`config.mk`:
```
export PLATFORM = sky130hd
export DESIGN_NAME = fish_bbox_extractor
export DESIGN_NICKNAME = d
export VERILOG_FILES = /design/src/rtl/fish_vision_pkg.sv /design/src/rtl/fish_pix_coord_cnt.sv /design/src/rtl/fish_bbox_extractor.sv
export SDC_FILE = /design/constraint.sdc
export NUM_CORES = 1
export LEC_CHECK = 0
export ABC_AREA = 0
export ABC_CLOCK_PERIOD_IN_PS = 9800
export CAP_MARGIN = 20
export CORE_MARGIN = 1.5
export CORE_UTILIZATION = 35
export CTS_CLUSTER_DIAMETER = 50
export DETAILED_ROUTE_END_ITERATION = 16
export SLEW_MARGIN = 20
export SYNTH_ARGS = -nofsm -noshare
export SYNTH_HDL_FRONTEND = slang
export SYNTH_SLANG_ARGS = --single-unit
```
`constraint.sdc`:
```
create_clock -name clk -period 9.8 [get_ports clk]
set_input_delay 1.96 -clock clk [delete_from_list [all_inputs] [get_ports clk]]
set_output_delay 1.96 -clock clk [all_outputs]
set_load 0.005 [all_outputs]
```
`src/rtl/fish_vision_pkg.sv`:
```
// Shared types for the fish-counter vision pipeline: coordinate and count
// widths, the committed bounding-box record and the frame state encoding.
package fish_vision_pkg;

  localparam int COORD_W = 16;
  localparam int CNT_W   = 20;

  typedef struct packed {
    logic [COORD_W-1:0] x0;
    logic [COORD_W-1:0] y0;
    logic [COORD_W-1:0] x1;
    logic [COORD_W-1:0] y1;
    logic               valid;
    logic [CNT_W-1:0]   count;
  } bbox_t;

  typedef enum logic [1:0] {
    IDLE,
    ACTIVE,
    COMMIT
  } state_t;

endpackage

```
`src/rtl/fish_pix_coord_cnt.sv`:
```
// Pixel coordinate generator: x/y of the current accepted beat, with
// saturation at the frame limits and a per-beat overflow flag.
module fish_pix_coord_cnt
  import fish_vision_pkg::*;
#(
  parameter int MAX_W = 1024,
  parameter int MAX_H = 768
) (
  input  logic               clk,
  input  logic               reset_n,
  input  logic               beat,
  input  logic               sof,
  input  logic               eol,
  output logic [COORD_W-1:0] x,
  output logic [COORD_W-1:0] y,
  output logic               ovf
);

  localparam logic [COORD_W-1:0] X_LAST = COORD_W'(MAX_W - 1);
  localparam logic [COORD_W-1:0] Y_LAST = COORD_W'(MAX_H - 1);

  logic [COORD_W-1:0] x_r;
  logic [COORD_W-1:0] y_r;
  logic               y_full;

  // x_r/y_r hold the position of the next beat; sof forces the origin.
  assign x = sof ? '0 : x_r;
  assign y = sof ? '0 : y_r;

  // y_full marks an eol on the last row; a further line start overflows.
  assign ovf = beat && ((!eol && (x == X_LAST)) || (y_full && !sof));

  always_ff @(posedge clk or negedge reset_n) begin
    if (!reset_n) begin
      x_r    <= '0;
      y_r    <= '0;
      y_full <= 1'b0;
    end else if (beat) begin
      if (eol) begin
        x_r <= '0;
        if (y == Y_LAST) begin
          y_r    <= y;
          y_full <= 1'b1;
        end else begin
          y_r    <= y + 1'b1;
          y_full <= 1'b0;
        end
      end else begin
        x_r    <= (x == X_LAST) ? x : x + 1'b1;
        y_r    <= y;
        y_full <= 1'b0;
      end
    end
  end

endmodule

```
`src/rtl/fish_bbox_extractor.sv`:
```
// Per-frame foreground bounding box and pixel count, committed once per frame
// so downstream PIO edge capture sees at most one change per frame.
module fish_bbox_extractor
  import fish_vision_pkg::*;
#(
  parameter int MAX_W      = 1024,
  parameter int MAX_H      = 768,
  parameter int MIN_PIXELS = 16
) (
  input  logic               clk,
  input  logic               reset_n,
  input  logic               pix_valid,
  input  logic               pix_sof,
  input  logic               pix_eol,
  input  logic               pix_eof,
  input  logic               pix_fg,
  output logic [COORD_W-1:0] box_x0,
  output logic [COORD_W-1:0] box_y0,
  output logic [COORD_W-1:0] box_x1,
  output logic [COORD_W-1:0] box_y1,
  output logic               box_valid,
  output logic [CNT_W-1:0]   pix_count,
  output logic               frame_done,
  output logic               err_sticky
);

  localparam logic [CNT_W-1:0] MIN_CNT = CNT_W'(MIN_PIXELS);

  state_t             state;
  bbox_t              box;
  logic [COORD_W-1:0] x, y;
  logic               ovf;
  logic               accept, start;
  logic [COORD_W-1:0] xmin, xmax, ymin, ymax;
  logic [COORD_W-1:0] xmin_n, xmax_n, ymin_n, ymax_n;
  logic [CNT_W-1:0]   cnt, cnt_n;

  always_comb begin
    accept = 1'b0;
    case (state)
      IDLE:    accept = pix_valid && pix_sof;
      ACTIVE:  accept = pix_valid;
      COMMIT:  accept = pix_valid && pix_sof;
      default: accept = 1'b0;
    endcase
    start = accept && pix_sof;
  end

  fish_pix_coord_cnt #(
    .MAX_W(MAX_W),
    .MAX_H(MAX_H)
  ) u_coord (
    .clk    (clk),
    .reset_n(reset_n),
    .beat   (accept),
    .sof    (pix_sof),
    .eol    (pix_eol),
    .x      (x),
    .y      (y),
    .ovf    (ovf)
  );

  // A sof beat folds into freshly initialised extremes, so the first
  // foreground pixel of a frame loads all four directly.
  always_comb begin
    xmin_n = start ? '1 : xmin;
    ymin_n = start ? '1 : ymin;
    xmax_n = start ? '0 : xmax;
    ymax_n = start ? '0 : ymax;
    cnt_n  = start ? '0 : cnt;
    if (pix_fg) begin
      if (x < xmin_n) xmin_n = x;
      if (x > xmax_n) xmax_n = x;
      if (y < ymin_n) ymin_n = y;
      if (y > ymax_n) ymax_n = y;
      if (cnt_n != '1) cnt_n = cnt_n + 1'b1;
    end
  end

  always_ff @(posedge clk or negedge reset_n) begin
    if (!reset_n) begin
      state      <= IDLE;
      box        <= '0;
      frame_done <= 1'b0;
      err_sticky <= 1'b0;
      xmin       <= '1;
      ymin       <= '1;
      xmax       <= '0;
      ymax       <= '0;
      cnt        <= '0;
    end else begin
      frame_done <= 1'b0;
      if (ovf) err_sticky <= 1'b1;

      if (state == ACTIVE && pix_valid && pix_sof) err_sticky <= 1'b1;

      // Commit reads the old frame's accumulators even when a new sof
      // reloads them on this same edge.
      if (state == COMMIT) begin
        frame_done <= 1'b1;
        box.count  <= cnt;
        if (cnt >= MIN_CNT) begin
          box.x0    <= xmin;
          box.y0    <= ymin;
          box.x1    <= xmax;
          box.y1    <= ymax;
          box.valid <= 1'b1;
        end else begin
          box.x0    <= '0;
          box.y0    <= '0;
          box.x1    <= '0;
          box.y1    <= '0;
          box.valid <= 1'b0;
        end
        if (pix_valid && !pix_sof) err_sticky <= 1'b1;
        state <= IDLE;
      end

      if (accept) begin
        xmin <= xmin_n;
        xmax <= xmax_n;
        ymin <= ymin_n;
        ymax <= ymax_n;
        cnt  <= cnt_n;
        if (pix_eof) begin
          state <= COMMIT;
          if (!pix_eol) err_sticky <= 1'b1;
        end else begin
          state <= ACTIVE;
        end
      end
    end
  end

  assign box_x0    = box.x0;
  assign box_y0    = box.y0;
  assign box_x1    = box.x1;
  assign box_y1    = box.y1;
  assign box_valid = box.valid;
  assign pix_count = box.count;

endmodule
```
==> results of run 1 <==
-- routing by layer --
metal  global-route usage  up-vias  share of wire
met5                    0        -              0
met2               0.2568      174           0.43
li1                     -     3807              -
met1               0.2603     3870           0.50
met3              0.02900       32          0.049
met4              0.04202        0          0.015
-- state kept, by name (all words and copies together), names as in the netlist --
| name | count |
|---|---|
| cnt | 20 |
| pix_count | 20 |
| box_x0 | 16 |
| box_x1 | 16 |
| box_y0 | 16 |
| box_y1 | 16 |
| u_coord.x_r | 16 |
| u_coord.y_r | 16 |
| xmax | 16 |
| xmin | 16 |
| ymax | 16 |
| ymin | 16 |
| state | 2 |
| box_valid | 1 |
| err_sticky | 1 |
| frame_done | 1 |
| u_coord.y_full | 1 |
-- cells in the mapped netlist, types with 4 or more instances --
cell,number
nor2_1,64
and2_1,4
nor3_1,13
a22o_1,81
and3_1,6
inv_1,39
dfstp_2,32
xnor2_1,9
o211ai_1,9
buf_1,4
o21ai_1,4
a211oi_1,9
nor2b_1,12
and4_1,5
nand2_1,174
a21oi_1,21
buf_2,6
dfrtp_1,174
nand4_1,26
o31ai_1,6
o21ai_0,24
o2bb2ai_1,16
ha_1,65
xor2_1,24
a21o_1,5
mux2i_1,38
nand2b_1,9
nand3_1,21
buf_6,5
o2111ai_1,5
nor4_1,18
clkbuf_1,38
-- cell families (layout without fill, tap and decap cells) --
kind of cell	Yosys count	after routing
AND/OR/NAND/NOR	374	374
flip-flops	206	206
AO/OA/AOI/OAI	201	201
buffers and inverters	95	193
adder cells (fa/ha/maj)	65	65
multiplexers	39	39
XOR/XNOR	33	33
-- through the flow --
step                cells  utilization
finish               1501       0.4271
global route         1501       0.4271
CTS                  1500       0.4260
detailed placement   1452       0.3964
global placement     1452       0.3964
floorplan            1013            -
-- area by class of cell --
| class | count | area share |
|---|---|---|
| clock buffer | 36 | 0.05857 |
| clock inverter | 12 | 0.01070 |
| inverter | 39 | 0.01159 |
| multi-input combinational | 712 | 0.3857 |
| sequential | 206 | 0.4115 |
| tap | 390 | 0.03865 |
| timing repair buffer | 106 | 0.08334 |
-- worst min-delay path, stage by stage, from the launching register on --
cell     delay [ps]
dfrtp_1         340
nand2_1          50
nand2_1          50
-- worst paths after layout --
check | start | to | slack, ps | cells past startpoint
setup / recovery | pix_sof | ymin[9] | 4220 | 11
hold / removal | pix_count[2] | pix_count[2] | 470 | 2
setup reg to reg | state[0] | ymax[14] | 5980 | 11
hold reg to reg | pix_count[2] | pix_count[2] | 470 | 2
max in group asynchronous | reset_n | box_valid | 7030 | 2
min in group asynchronous | reset_n | box_y1[3] | 1420 | 1
-- power by group through the flow --
stage,Combinational (uW),Sequential [uW],Clock (uW)
after detailed placement,448,1090,0
final,448,1070,962
after CTS,449,1070,986
after global routing,514,1080,1020
after global placement,438,1090,0
after floorplan,333,1050,0
==> metrics.md, run 1 <==
| Metric | Value |
|---|---|
| Status | `completed` |
| Synth cell types | `62` |
| Largest delay share family, worst path | `buffers and inverters` |
| Seq/Total Area, Yosys | `0.4968` |
| Drc violations | `0` |
| CORE AREA | `29560 sq um` |
| Final Net Count | `~1200` |
| Compound-Gate Fraction of Synth Area | `0.1490` |
| Cts repair resizes | `0` |
| Post-synthesis cell area | `roughly 10000 sq um` |
| Clk network pwr share | `0.388` |
| Drt initial violations | `roughly 600` |
| Max-slew violation count | `0` |
| P&R area growth vs syn | `20.74%` |
| Total wire length | `26.30 mm` |
| Switch share | `0.3018` |
| NetSw | `748.3 uW` |
| Worst vdd ir | `0.1135 mV` |
| Htree depth | `1` |
| RePlAce Congestion | `0.8277` |
| Area leader, netlist | `dfrtp_1` |
| Hold violation total from the final report | `0` |
| Clock Sinks | `206` |
| Final setup fails | `0` |
| Flop pwr share | `0.432` |
| CTS buffer count | `26` |
| Clock latency on the worst-skew pair | `520 ps` |
| Critical path required time | `10250 ps` |
| Peak Freq | `around 180 MHz` |
| Ranking of synthesized cells by area | `dfrtp_1 42%, dfstp_2 8.0%, ha_1 7.8%` |
| Setup TNS after final layout | `0 ps` |
| Predominant post-synthesis flop cell | `dfrtp_1` |
| Final Power | `roughly 2500 uW` |
| Slowest CP cell | `o31ai_4` |
| Post-Synth Adder-Cell Area | `0.07777` |
| Placement Cell Area | `roughly 12000 sq um` |
| HP Class | `flip-flop to flip-flop` |
| Number of vias per cell | `5.252` |
| Area occupied by multi-input gates | `4870 sq um` |
| Initial antenna violation count | `0` |
| CP Max Fanout | `30` |
| Initial Utilization | `0.3538` |
| Setup Buffers After CTS | `0` |
| Register Area | `5195 sq um` |
| Synth Area in XOR/XNOR | `0.02764` |
| Tightest Pin Transition | `1078 ps` |
| Hold-fix buffers, CTS | `0` |
| Routed vias | `7883` |
| Setup WS pre-CTS | `3372 ps` |
| CTS max path bufs | `3` |
| Worst-path clk slew | `around 60 ps` |
| Main combinational cell family by area after synthesis | `simple AND/OR/NAND/NOR gates` |
| WP buf/inv | `4` |
| IO Port Bufs | `between 90 and 100` |
| Detail Route Antenna Nets | `0` |
| Final min period | `5581 ps` |
| Leakage | `0.005893 uW` |
| WS Path Type | `primary input to flip-flop` |
| PD cells | `196.4 nW/um^2` |
| CP cell instances | `clkdlybuf4s50_1 -> buf_4 -> inv_1 -> nor2_4 -> buf_16 -> nor2_1 -> ha_1 -> nand4_1 -> o31a_1 -> o31ai_4 -> mux2i_1` |
| Post-route cell area | `12630 sq um` |
| Setup ws final | `~4200 ps` |
| Die area | `around 31000 sq um` |
| DP HPWL | `18.15 mm` |
| Relative slew slack | `0.2811` |
| Area share of the largest cell type after synthesis | `0.4164` |
| Ys async rst share | `1.000` |
| Worst EP arrival | `6030 ps` |
| CTS Root Cell | `clkbuf_16` |
| Total track usage | `0.1730` |
| Syn_nets | `1085` |
| Pin count of the biggest net entering global routing | `73` |
| FP Rows | `63` |
| CP Capture Type | `flip-flop` |
| Simple-gate share of the synthesized area | `0.1699` |
| RSZ-0062 raised after global routing | `no` |
| Die width | `175.9 um` |
| Startpoint class of the critical path | `primary input` |
| Filler Cell Count | `2830` |
| Yosys reg bits | `roughly 210` |
| CP max stage delay | `870 ps` |
| Wire per inst | `17.52 um` |
| Syn_area_per_cell | `10.32 sq um` |
| Mux contribution to synthesized area | `0.03745` |
| Clk_skew | `14.16 ps` |
| Cells after Synth | `just over 1000` |
| Overflow after GRT | `0` |
| Comb pwr share | `0.181` |
| Drt pass-1 iters | `5` |
| Syn. warnings | `0` |
| Die Y | `175.9 um` |
| MaxCap Viol Count | `0` |
| WHS | `around 470 ps` |
| Io pins | `94` |
| Fraction of layout cells with a size suffix above 1 | `0.09811` |
| First-pass GRT wire length | `43.37 mm` |
| CTS tree | `built` |
| Vias in the first global route | `7909` |
| EDFF count, synth | `0` |
| ANT cells | `0` |
| Commonest non-fill, non-tap cells in the layout | `174 x nand2_1, 174 x dfrtp_1, 92 x clkdlybuf4s50_1` |
| Final period util | `0.5694` |
| Total internal power | `approximately 1700 uW` |
Note: power is estimated with default switching activity, not from simulation.
==> run 2: changes to the inputs <==
ABC_CLOCK_PERIOD_IN_PS = 4800   (was 9800)
clock period = 4.8 ns   (was 9.8 ns; I/O delays follow)
==> run 2 against run 1 <==
Against the previous run:
- first-iteration DRC count grew 17%
- power up 110%
- clock-buffer cell count stayed put
- wire length is 3.5% higher
- combinational power rose by 110%
- cell area is 1.5% higher
- clock power grew 120%
- sequential power is 100% higher
- die area unchanged
- utilization up 0.62 points
- hold slack worse by 21 ps
- sequential share of layout area shrank 0.59 points
==> metrics.md, run 2 (synthesized netlist as in run 1, its figures left out) <==
| Metric | Value |
|---|---|
| Status | `completed` |
| HP Class | `primary input to asynchronous set/reset pin` |
| PD cells | `slightly above 400 nW/um^2` |
| ANT cells | `0` |
| P&R area growth vs syn | `22.49%` |
| Die area | `30930 sq um` |
| CTS tree | `built` |
| Total track usage | `0.1784` |
| Hold violation total from the final report | `0` |
| Reg2reg path depth | `11` |
| Routed vias | `between 8000 and 9000` |
| WP buf/inv | `2` |
| Worst-path clk slew | `60 ps` |
| Cts repair resizes | `0` |
| Wire per inst | `17.96 um` |
| CP cell instances | `clkdlybuf4s50_1 -> a21boi_2 -> nand2_1 -> buf_4 -> and2_1 -> ha_1 -> nand3b_1 -> a21oi_1 -> o211ai_1 -> o2111ai_1 -> nor2b_1 -> a22o_1` |
| CTS buffer count | `26` |
| Hold-fix buffers, CTS | `0` |
| Crit path launch | `pix_valid` |
| Die Y | `175.9 um` |
| Max-slew violation count | `0` |
| Area occupied by multi-input gates | `4875 sq um` |
| Register Area | `5195 sq um` |
| Clk_skew | `about 19 ps` |
| CP Max Fanout | `17` |
| Inst Count DP | `around 1500` |
| Clock Sinks | `206` |
| IO Port Bufs | `93` |
| First-pass GRT wire length | `44.42 mm` |
| Final setup fails | `0` |
| Worst EP arrival | `about 4300 ps` |
| Die width | `175.9 um` |
| Setup TNS after final layout | `0 ps` |
| Drc violations | `0` |
| Initial antenna violation count | `0` |
| Io pins | `94` |
| Tightest Pin Transition | `1140 ps` |
| Relative slew slack | `0.2381` |
| Fraction of layout cells with a size suffix above 1 | `0.1110` |
| Overflow after GRT | `0` |
| Worst vdd ir | `0.2901 mV` |
| FP Rows | `63` |
| Initial Utilization | `0.3538` |
| CTS max path bufs | `3` |
| Peak Freq | `257.4 MHz` |
| Total wire length | `27.22 mm` |
| Detail Route Antenna Nets | `0` |
| Pin count of the biggest net entering global routing | `91` |
| Number of vias per cell | `5.352` |
| RePlAce Congestion | `slightly above 0.9` |
| Critical path required time | `5250 ps` |
| RSZ-0062 raised after global routing | `no` |
| CTS Root Cell | `clkbuf_16` |
| CP Capture Type | `flip-flop` |
| Final Net Count | `1178` |
| Final period util | `0.8093` |
| Setup Buffers After CTS | `0` |
| Commonest non-fill, non-tap cells in the layout | `174 x nand2_1, 174 x dfrtp_1, 92 x clkdlybuf4s50_1` |
| Startpoint class of the critical path | `primary input` |
| Drt initial violations | `706` |
| Non-filler cells, final | `~1500` |
| MaxCap Viol Count | `0` |
| Filler Cell Count | `2794` |
| R2R Path Start | `state[0]` |
| Final min period | `3884 ps` |
| Clock latency on the worst-skew pair | `~530 ps` |
| CORE AREA | `around 30000 sq um` |
| Htree depth | `1` |
| DP HPWL | `19.14 mm` |
| Critical Path Stages | `12` |
| Leakage | `roughly 0.0060 uW` |
| WS Path Type | `primary input to flip-flop` |
| Vias in the first global route | `roughly 8000` |
| CP max stage delay | `940 ps` |
| Slowest CP cell | `nor2b_1` |
| Largest delay share family, worst path | `simple AND/OR/NAND/NOR gates` |
| Drt pass-1 iters | `5` |
run 2: cell count changes in the layout (fill, tap and decap cells not counted), moves of 2 or more:
cell,change
clkbuf_8,+2
clkbuf_1,-2
inv_6,+2
clkinv_4,-2
buf_4,+14
bufinv_16,+2
buf_12,+2
run 2: per-stage QoR:
step	total power [uW]	setup WS [ps]	instance area [sq um]	hold WS, ps	util
CTS	5270	966.1	12800	461.8	0.4330
global placement	3130	490.1	11860	457.2	0.4013
global route	5487	686.0	12810	493.2	0.4334
detailed placement	3151	435.4	11860	462.5	0.4013
finish	5221	915.5	12810	449.2	0.4334
floorplan	2817	989.8	10460	450.7	-
run 2: area by class of cell:
type	count	share of cell area
tap	390	0.03809
multi-input combinational	712	0.3805
clock inverter	12	0.01377
clock buffer	36	0.05929
inverter	39	0.01143
sequential	206	0.4055
timing repair buffer	121	0.09133
run 2: per-layer routing:
layer | global-route usage | wire (um)
met3 | 0.02706 | 1523
met2 | 0.2663 | 11870
met5 | 0 | 0
met4 | 0.03989 | 385
met1 | 0.2703 | 13450
run 2: worst paths after layout:
check                               end  slack [ps]
setup / recovery                xmax[5]         920
setup reg to reg                xmax[5]        1390
min in group clk           pix_count[9]         470
hold / removal                box_y1[2]         450
max in group asynchronous      xmin[13]        3310
hold reg to reg            pix_count[9]         470
run 2: report_power, final:
| part | internal, uW | total [uW] | switching, uW | leakage (uW) |
|---|---|---|---|---|
| logic | 336 | 949 | 613 | 0.00280 |
| registers | 2020 | 2180 | 155 | 0.00275 |
| clock network | 1320 | 2100 | 773 | 0.000456 |
| total | 3680 | 5220 | 1540 | 0.00601 |
